File: src/rtl/mini_ex_core_pkg.sv
// Shared types and constants for the mini execution core.
// Fetch states, NOP encoding, PC step and instruction field layout.
package mini_ex_core_pkg;

  localparam logic [31:0] INSTR_NOP = 32'h0000_0013;
  localparam int unsigned PC_STEP   = 4;

  typedef enum logic [1:0] {
    S_IDLE,
    S_RUN,
    S_HOLD
  } t_fetch_state;

  typedef struct packed {
    logic [6:0] func7;
    logic [4:0] rs2;
    logic [4:0] rs1;
    logic [2:0] func3;
    logic [4:0] rd;
    logic [6:0] opcode;
  } t_instr_fields;

  function automatic t_instr_fields split_instr(input logic [31:0] i_instr);
    return t_instr_fields'(i_instr);
  endfunction

endpackage

File: src/rtl/mini_ex_core_fetch_hold.sv
// Parking register for an instruction that decode could not accept.
// Selecting it replaces the memory data/PC with the parked copy.
module mini_ex_core_fetch_hold
  import mini_ex_core_pkg::*;
#(
  parameter int DATA_WIDTH = 32
) (
  input  logic                  Clk,
  input  logic                  Rst,
  input  logic                  i_load,
  input  logic                  i_clear,
  input  logic                  i_sel,
  input  logic [DATA_WIDTH-1:0] i_mem_instr,
  input  logic [DATA_WIDTH-1:0] i_mem_pc,
  output logic [DATA_WIDTH-1:0] o_instr,
  output logic [DATA_WIDTH-1:0] o_pc,
  output logic                  o_vld
);

  logic [DATA_WIDTH-1:0] r_instr;
  logic [DATA_WIDTH-1:0] r_pc;
  logic                  r_vld;
  logic                  w_use;

  always_ff @(posedge Clk) begin
    if (Rst || i_clear) begin
      r_instr <= DATA_WIDTH'(INSTR_NOP);
      r_pc    <= '0;
      r_vld   <= 1'b0;
    end else if (i_load) begin
      r_instr <= i_mem_instr;
      r_pc    <= i_mem_pc;
      r_vld   <= 1'b1;
    end
  end

  assign w_use   = i_sel & r_vld;
  assign o_instr = w_use ? r_instr : i_mem_instr;
  assign o_pc    = w_use ? r_pc : i_mem_pc;
  assign o_vld   = r_vld;

endmodule

File: src/rtl/mini_ex_core_fetch.sv
// Instruction fetch stage: PC, imem request, stall hold and redirect.
// Optional misaligned-target flag: define MINI_EX_CORE_FETCH_MISALIGN_CHK_EN.
module mini_ex_core_fetch
  import mini_ex_core_pkg::*;
#(
  parameter int                    DATA_WIDTH = 32,
  parameter logic [DATA_WIDTH-1:0] PC_RESET   = '0
) (
  input  logic                  Clk,
  input  logic                  Rst,
  input  logic                  StallQ101H,
  input  logic                  JmpEnableQ101H,
  input  logic [DATA_WIDTH-1:0] JmpTargetQ101H,
  output logic                  ImemRdEnQ100H,
  output logic [DATA_WIDTH-1:0] ImemAddrQ100H,
  input  logic [DATA_WIDTH-1:0] ImemRdDataQ101H,
  output logic                  InstrValidQ101H,
  output logic [DATA_WIDTH-1:0] InstrQ101H,
  output logic [DATA_WIDTH-1:0] PcQ101H,
  output t_instr_fields         InstrFieldsQ101H
`ifdef MINI_EX_CORE_FETCH_MISALIGN_CHK_EN
  ,
  output logic                  MisalignQ101H,
  output logic                  MisalignStickyQ101H
`endif
);

  t_fetch_state          r_state;
  t_fetch_state          w_next;
  logic [DATA_WIDTH-1:0] r_pc;
  logic [DATA_WIDTH-1:0] r_rd_pc;
  logic [DATA_WIDTH-1:0] w_tgt;
  logic [DATA_WIDTH-1:0] w_addr;
  logic [DATA_WIDTH-1:0] w_instr;
  logic [DATA_WIDTH-1:0] w_pc;
  logic                  w_issue;
  logic                  w_load;
  logic                  w_clear;
  logic                  w_hold_vld;
  logic                  w_valid;

  assign w_tgt = JmpTargetQ101H & ~DATA_WIDTH'(3);

  always_comb begin
    w_issue = 1'b0;
    w_addr  = r_pc;
    w_load  = 1'b0;
    w_clear = 1'b0;
    w_next  = r_state;
    if (Rst) begin
      w_next = S_IDLE;
    end else if (JmpEnableQ101H) begin
      w_issue = 1'b1;
      w_addr  = w_tgt;
      w_clear = 1'b1;
      w_next  = S_RUN;
    end else begin
      unique case (r_state)
        S_IDLE: begin
          w_issue = 1'b1;
          w_next  = S_RUN;
        end
        S_RUN: begin
          if (StallQ101H) begin
            w_load = 1'b1;
            w_next = S_HOLD;
          end else begin
            w_issue = 1'b1;
          end
        end
        S_HOLD: begin
          if (!StallQ101H) begin
            w_issue = 1'b1;
            w_clear = 1'b1;
            w_next  = S_RUN;
          end
        end
        default: w_next = S_IDLE;
      endcase
    end
  end

  always_ff @(posedge Clk) begin
    if (Rst) begin
      r_state <= S_IDLE;
      r_pc    <= PC_RESET;
      r_rd_pc <= '0;
    end else begin
      r_state <= w_next;
      if (w_issue) begin
        r_pc    <= w_addr + DATA_WIDTH'(PC_STEP);
        r_rd_pc <= w_addr;
      end
    end
  end

  mini_ex_core_fetch_hold #(
    .DATA_WIDTH(DATA_WIDTH)
  ) u_hold (
    .Clk        (Clk),
    .Rst        (Rst),
    .i_load     (w_load),
    .i_clear    (w_clear),
    .i_sel      (r_state == S_HOLD),
    .i_mem_instr(ImemRdDataQ101H),
    .i_mem_pc   (r_rd_pc),
    .o_instr    (w_instr),
    .o_pc       (w_pc),
    .o_vld      (w_hold_vld)
  );

  // a redirect kills whatever is presented this cycle
  assign w_valid = !Rst && !JmpEnableQ101H &&
                   ((r_state == S_RUN) ||
                    ((r_state == S_HOLD) && w_hold_vld));

  assign ImemRdEnQ100H    = w_issue;
  assign ImemAddrQ100H    = w_addr;
  assign InstrValidQ101H  = w_valid;
  assign InstrQ101H       = w_valid ? w_instr : DATA_WIDTH'(INSTR_NOP);
  assign PcQ101H          = w_pc;
  assign InstrFieldsQ101H = split_instr(InstrQ101H[31:0]);

`ifdef MINI_EX_CORE_FETCH_MISALIGN_CHK_EN
  logic r_sticky;
  logic w_mis;

  assign w_mis = !Rst && JmpEnableQ101H && (JmpTargetQ101H[1:0] != 2'b00);

  always_ff @(posedge Clk) begin
    if (Rst) begin
      r_sticky <= 1'b0;
    end else if (w_mis) begin
      r_sticky <= 1'b1;
    end
  end

  assign MisalignQ101H       = w_mis;
  assign MisalignStickyQ101H = r_sticky;
`endif

endmodule

File: config.mk
export PLATFORM = sky130hd
export DESIGN_NAME = mini_ex_core_fetch
export DESIGN_NICKNAME = d
export VERILOG_FILES = /design/src/rtl/mini_ex_core_pkg.sv /design/src/rtl/mini_ex_core_fetch_hold.sv /design/src/rtl/mini_ex_core_fetch.sv
export SDC_FILE = /design/constraint.sdc
export NUM_CORES = 1
export LEC_CHECK = 0
export BUFFER_PORTS_ARGS = -buffer_cell sky130_fd_sc_hd__clkbuf_2
export CAP_MARGIN = 40
export CELL_PAD_IN_SITES_DETAIL_PLACEMENT = 0
export CELL_PAD_IN_SITES_GLOBAL_PLACEMENT = 1
export CORE_MARGIN = 10
export CORE_UTILIZATION = 38
export CTS_BUF_LIST = sky130_fd_sc_hd__clkbuf_16
export DETAILED_ROUTE_END_ITERATION = 16
export HOLD_SLACK_MARGIN = 0.08
export PLACE_DENSITY_LB_ADDON = 0.05
export SLEW_MARGIN = 20
export SYNTH_ARGS = -nofsm -noshare
export SYNTH_HDL_FRONTEND = slang
export SYNTH_SLANG_ARGS = --single-unit
File: constraint.sdc
create_clock -name Clk -period 3 [get_ports Clk]
set_input_delay 0.3 -clock Clk [delete_from_list [all_inputs] [get_ports Clk]]
set_output_delay 0.3 -clock Clk [all_outputs]
set_load 0.01 [all_outputs]
== After elaboration in Yosys (flattened, before gate mapping) ==
Cells that the tools add are included.
Word-level totals
  register bits after elaboration: 131
  input bits: 68
  output and inout port bits: 130
  logic and storage cells: 47
Cells by class
  add/subtract/negate cells: 1
  equality and inequality tests: 6
  muxes and demuxes: 20
  bitwise logic cells: 1
  reduce and logical (&&, ||, !) cells: 12
Operator list (count)
  $mux W32: 5
  $add A32 B3 Y32 const B: 1
  $mux W1: 11
  $ne A3 B3 Y1 const B: 2
  $pmux W2 S3: 1
  $mux W2: 2
  $ne A2 B2 Y1 const B: 2
  $reduce_and A2 Y1: 2
  $reduce_or A2 Y1: 2
  $logic_and A1 B1 Y1: 3
  $eq A2 B1 Y1 const B: 1
  $eq A2 B2 Y1 const B: 1
  $logic_not A1 Y1: 2
  $logic_not A2 Y1: 1
  $logic_or A1 B1 Y1: 2
  $pmux W1 S2: 1
  $and A1 B1 Y1: 1

== Longest topological paths before layout ==
  word-level depth: 5
  depth in mapped cells: 13
  mapped depth without buffers: 9

== Cells and area by module ==
A second synthesis with hierarchy kept.
Second synthesis, totals
  cell total of the unflattened synthesis: 813
  area, all modules: 7190.6 um^2
By module, submodules not included
  mini_ex_core_fetch: times used 1, cells an instance 531, area each 4058.9 um^2, seq. area each 1281.2 um^2
  mini_ex_core_fetch_hold: times used 1, cells an instance 282, area each 3131.8 um^2, seq. area each 1301.2 um^2

== Worst setup path after synthesis ==
No wires, ideal clock.
  kind: input -> register
  start: in Rst
  end: reg r_pc[30]
  setup time: 0.122 ns
  arrival: 2.716 ns
  data required time: 2.878 ns
  slack: 0.161 ns
  stages on the path: 12
  buffers on the path: 4
  cells stage by stage: buf_6 > and2b_1 > buf_4 > buf_2 > buf_1 > mux2i_1 > inv_1 > ha_1 > o2111ai_4 > nor4_4 > mux2i_1 > nand3_1
Between the ends
  cells in the longest elaborated chain, start to end: 2
  elaborated cells on any way between the ends: 3
  those cells by class: 1 x add/sub; 2 x mux
RTL lines
  start, declared: RTL line mini_ex_core_fetch.sv:10  | input logic Rst,
  $mux W32: RTL line mini_ex_core_fetch.sv:50  | if (Rst) begin
  via ImemAddrQ100H[2]: RTL line mini_ex_core_fetch.sv:15  | output logic [DATA_WIDTH-1:0] ImemAddrQ100H,
  $add A32 B3 Y32: RTL line mini_ex_core_fetch.sv:91  | r_pc <= w_addr + DATA_WIDTH'(PC_STEP);
  end signal, assigned: RTL line mini_ex_core_fetch.sv:91
  end, declared: RTL line mini_ex_core_fetch.sv:30  | logic [DATA_WIDTH-1:0] r_pc;
The timed path passes the listed nets, and every way through them passes these cells.
A chain may end at the register's enable or synchronous reset.

== Final worst setup path ==
  start: reg r_state[0]
  end: out ImemRdEnQ100H
Between the ends
  cells in the longest elaborated chain, start to end: 5
  elaborated cells on any way between the ends: 7
  those cells by class: 2 x eq/ne; 3 x mux; 2 x reduce/logical
RTL lines
  start, declared: RTL line mini_ex_core_fetch.sv:28  | t_fetch_state r_state;
  start signal, assigned: RTL line mini_ex_core_fetch.sv:89  | r_state <= w_next;
  $eq A2 B1 Y1 or $eq A2 B2 Y1 (tied branches): RTL line mini_ex_core_fetch.sv:58  | unique case (r_state)
  $reduce_or A2 Y1 (no line)
  $pmux W1 S2 (*): RTL line mini_ex_core_fetch.sv:58
  $mux W1 (*): RTL line mini_ex_core_fetch.sv:52  | end else if (JmpEnableQ101H) begin
  $mux W1 (*): RTL line mini_ex_core_fetch.sv:50
  end, declared: RTL line mini_ex_core_fetch.sv:14  | output logic ImemRdEnQ100H,
Mark *: on every way between the ends. The rest lies on a longest branch, timed or not.

==> impl_metrics.tcl <==
set metrics [dict create \
    switching_share 0.2767 \
    boundaryPins 198 \
    layout_setup_ws_ns 0.2923 \
    clock.fmax_ghz 0.3693 \
    utilization 0.4753 \
    power.density_cell_area_mw_per_mm2 568.4 \
    leakagePower_nw 3.929 \
    drt_first_iter_violations 366 \
    cts-root-buf "sky130_fd_sc_hd__clkbuf_16" \
    clkLatencyLatePin_ns 0.42 \
    worstPathMaxFanout 46 \
    syn-instance-count 872 \
    drc 0 \
    place.gp.congestion 0.8107 \
    routed_wirelength_mm 21.82 \
    antenna_cells 0 \
    worst_ep_arrival_time_ns 2.41 \
    firstDrtPassIters 5 \
    count_of_flip_flops_with_a_built_in_enable_after_synthesis 0 \
    intPower_mw 3.498 \
    pwr-share-comb 0.155 \
    post_route_cells_drive_above_1_share 0.3314 \
    finalNonFillerCells 1258 \
    synthesis.nets 945 \
    critical_path.startpoint_type "flip-flop" \
    cts_tree "done" \
    finClkSkew_ns 0.007800 \
    grt_pass1_vias 6353 \
    synth_top_area_cell "sky130_fd_sc_hd__dfxtp_1" \
    yosys.cell_types.count 56 \
    hold_class "input pin to flip-flop" \
    clkSlewWorstSetupHoldPaths_ns 0.06 \
    floorplan.initialDensity 0.3847 \
    transition_time_of_the_tightest_slew_check_pin_ns 0.7140 \
    power.switching_mw 1.338 \
    synth.avg_cell_area_sq_um 7.897 \
    die_x_um 154.6 \
    detailed_route_vias_per_instance 5.166 \
    critPathRequiredTime_ns 2.70 \
    max-slew-margin-rel 0.5190 \
    dpl.cell_count 1226 \
    port_buffers 195 \
    dpl_worst_slack_ns 0.1308 \
    place.detailed.hpwl_mm 15.59 \
    run_status "completed" \
    ctsLongestPathBuffers 2 \
    antenna_found_initial 0 \
    setup_repair_after_global_routing_missed_its_margin "false" \
    p_clk_frac 0.451 \
    timing.final.crit_period_ns 2.708 \
    flow.area_growth_from_synthesis_pct 23.55 \
    timing_hold_violations_final 0 \
    yosys-top-cells-area "sky130_fd_sc_hd__dfxtp_1 38%, sky130_fd_sc_hd__nand2_1 14%, sky130_fd_sc_hd__o221a_2 9.6%" \
    ys_warnings 0 \
    design.final.nets 1089 \
    vdd_ir_drop_max_mv 0.4225 \
    synth.top_cell.area_share 0.3750 \
    clock_sink_count 129 \
    sequential_cell_fraction_of_total_power 0.394 \
    grt_max_degree 66 \
    ys_async_sr_fraction 0 \
    core_region_area_sq_mm 0.01790 \
    cts_htree_levels 4 \
    seq_area_frac_synth 0.3750 \
    wl_per_cell_um 17.34 \
    fp.dieArea_sq_mm 0.02391 \
    report.power.total_mw 4.836 \
    mappedNetlistArea_sq_mm 0.006887 \
    crit_path_end_kind "primary output" \
    finalSetupTns_ns 0 \
    num_vias 6499 \
    fillerInstances 1871 \
    grt_first_pass_wirelength_mm 35.09 \
    grt_overflow_total 0 \
    synth_seq_cells 129 \
    post_cts_buffers 0 \
    global_route.usage.total 0.1772 \
    final-max-slew-violation-count 0 \
    critPathKind "flip-flop to primary output" \
    cap_viol_max_count 0 \
    number_of_cts_inserted_buffers 17 \
    dominantRegCellSynth "sky130_fd_sc_hd__dfxtp_1" \
    die_h_um 154.6 \
    finalCritPeriodShare 0.9026 \
    finalSetupViolations 0 \
    placement_rows 49 \
    drtAntennaViolNets 0 \
]
## sequential cells by signal, indices dropped and copies added (netlist names)
signal and cells:
r_state 2, u_hold.o_vld 1, u_hold.r_pc 32, u_hold.r_instr 32, r_rd_pc 30, r_pc 32
## metal layers
layer  global-route usage  vias to the layer above  routed length [um]
li1                     -                     3296                   -
met1               0.2340                     3000               10260
met2               0.2724                      190                9760
met3              0.06156                       13                1636
met4              0.03824                        0                 156
met5                    0                        -                   0
## cell families (layout without fill, tap and decap cells)
family | count (synthesis) | in the layout | synth area share
xor+xnor | 13 | 13 | 0.01653
compound gates | 163 | 163 | 0.1893
buf+inv | 115 | 272 | 0.08539
fa+ha+maj | 5 | 5 | 0.009084
flops | 129 | 129 | 0.3750
mux | 39 | 39 | 0.06286
simple gates | 408 | 408 | 0.2618
## synthesized netlist by cell type (2+ instances only)
library cell	instances
sky130_fd_sc_hd__ha_1	5
sky130_fd_sc_hd__dfxtp_1	129
sky130_fd_sc_hd__nand2_1	266
sky130_fd_sc_hd__buf_6	4
sky130_fd_sc_hd__nor2_1	46
sky130_fd_sc_hd__nor4_4	3
sky130_fd_sc_hd__nor3_1	22
sky130_fd_sc_hd__o221a_2	59
sky130_fd_sc_hd__xnor2_1	13
sky130_fd_sc_hd__o21ai_1	2
sky130_fd_sc_hd__clkbuf_1	48
sky130_fd_sc_hd__nand3_1	25
sky130_fd_sc_hd__a221o_1	3
sky130_fd_sc_hd__nand4_1	7
sky130_fd_sc_hd__o21ai_0	14
sky130_fd_sc_hd__buf_4	33
sky130_fd_sc_hd__and3_1	10
sky130_fd_sc_hd__a31oi_1	4
sky130_fd_sc_hd__and2_1	11
sky130_fd_sc_hd__buf_2	2
sky130_fd_sc_hd__mux2i_1	27
sky130_fd_sc_hd__nor4_1	7
sky130_fd_sc_hd__nor4_2	2
sky130_fd_sc_hd__a21oi_1	57
sky130_fd_sc_hd__inv_1	17
sky130_fd_sc_hd__buf_1	8
sky130_fd_sc_hd__mux2_2	5
sky130_fd_sc_hd__nor3b_1	2
sky130_fd_sc_hd__a211oi_1	9
sky130_fd_sc_hd__mux2i_2	5
sky130_fd_sc_hd__clkinv_1	2
## timing repair
item	in CTS	in global routing
hold buffers	0	0
gates resized for setup	0	1
endpoints found under the setup margin	0	1
## through the flow
step	hold slack, ns	area [sq um]
6_report	0.1276	8508
5_1_grt	0.1335	8508
4_1_cts	0.1212	8504
3_5_place_dp	0.4462	7888
3_3_place_gp	0.4412	7888
2_1_floorplan	0.4312	6887
## power groups by stage
| stage | Sequential [mW] | Clock (mW) | Combinational (mW) |
|---|---|---|---|
| 6_report | 1.91 | 2.18 | 0.748 |
| 5_1_grt | 1.92 | 2.31 | 0.840 |
| 4_1_cts | 1.90 | 2.24 | 0.762 |
| 3_5_place_dp | 1.94 | 0 | 0.759 |
| 3_3_place_gp | 1.94 | 0 | 0.759 |
| 2_1_floorplan | 1.91 | 0 | 0.487 |
## area by class of cell
cell class	instances	area [sq um]	area share
Multi-Input combinational cell	628	3730	0.4384
Tap cell	229	286.5	0.03368
Inverter	20	78.83	0.009265
Clock inverter	15	191.4	0.02250
Sequential cell	129	2582	0.3035
Timing Repair Buffer	220	1214	0.1426
Clock buffer	17	425.4	0.05000
## cell usage in the layout (no fill, tap or decap), types with 10 or more instances in the layout
cell type                     n
sky130_fd_sc_hd__o221a_2     59
sky130_fd_sc_hd__inv_1       17
sky130_fd_sc_hd__nor2_1      46
sky130_fd_sc_hd__xnor2_1     13
sky130_fd_sc_hd__clkbuf_16   17
sky130_fd_sc_hd__clkbuf_2   195
sky130_fd_sc_hd__nand3_1     25
sky130_fd_sc_hd__nor3_1      22
sky130_fd_sc_hd__nand2_1    264
sky130_fd_sc_hd__o21ai_0     13
sky130_fd_sc_hd__dfxtp_1    129
sky130_fd_sc_hd__and3_1      10
sky130_fd_sc_hd__buf_4       21
sky130_fd_sc_hd__a21oi_1     57
sky130_fd_sc_hd__mux2i_1     27
## final timing paths
path	start	slack, ns	to	cells past startpoint
min reg2reg	u_hold.r_pc[28]	0.46	u_hold.r_pc[28]	2
max	r_state[0]	0.29	ImemRdEnQ100H	8
min	ImemRdDataQ101H[1]	0.13	u_hold.r_instr[1]	2
max reg2reg	r_state[0]	0.43	r_pc[17]	8
## worst max-delay path, stage by stage (launching register included)
cell	delay, ns
sky130_fd_sc_hd__dfxtp_1	0.39
sky130_fd_sc_hd__inv_1	0.08
sky130_fd_sc_hd__ha_1	0.28
sky130_fd_sc_hd__nor2b_1	0.13
sky130_fd_sc_hd__o21bai_1	0.22
sky130_fd_sc_hd__a21o_2	0.20
sky130_fd_sc_hd__clkinvlp_4	0.24
sky130_fd_sc_hd__buf_12	0.27
sky130_fd_sc_hd__clkbuf_2	0.15
Note: power is estimated with default switching activity, not from simulation.
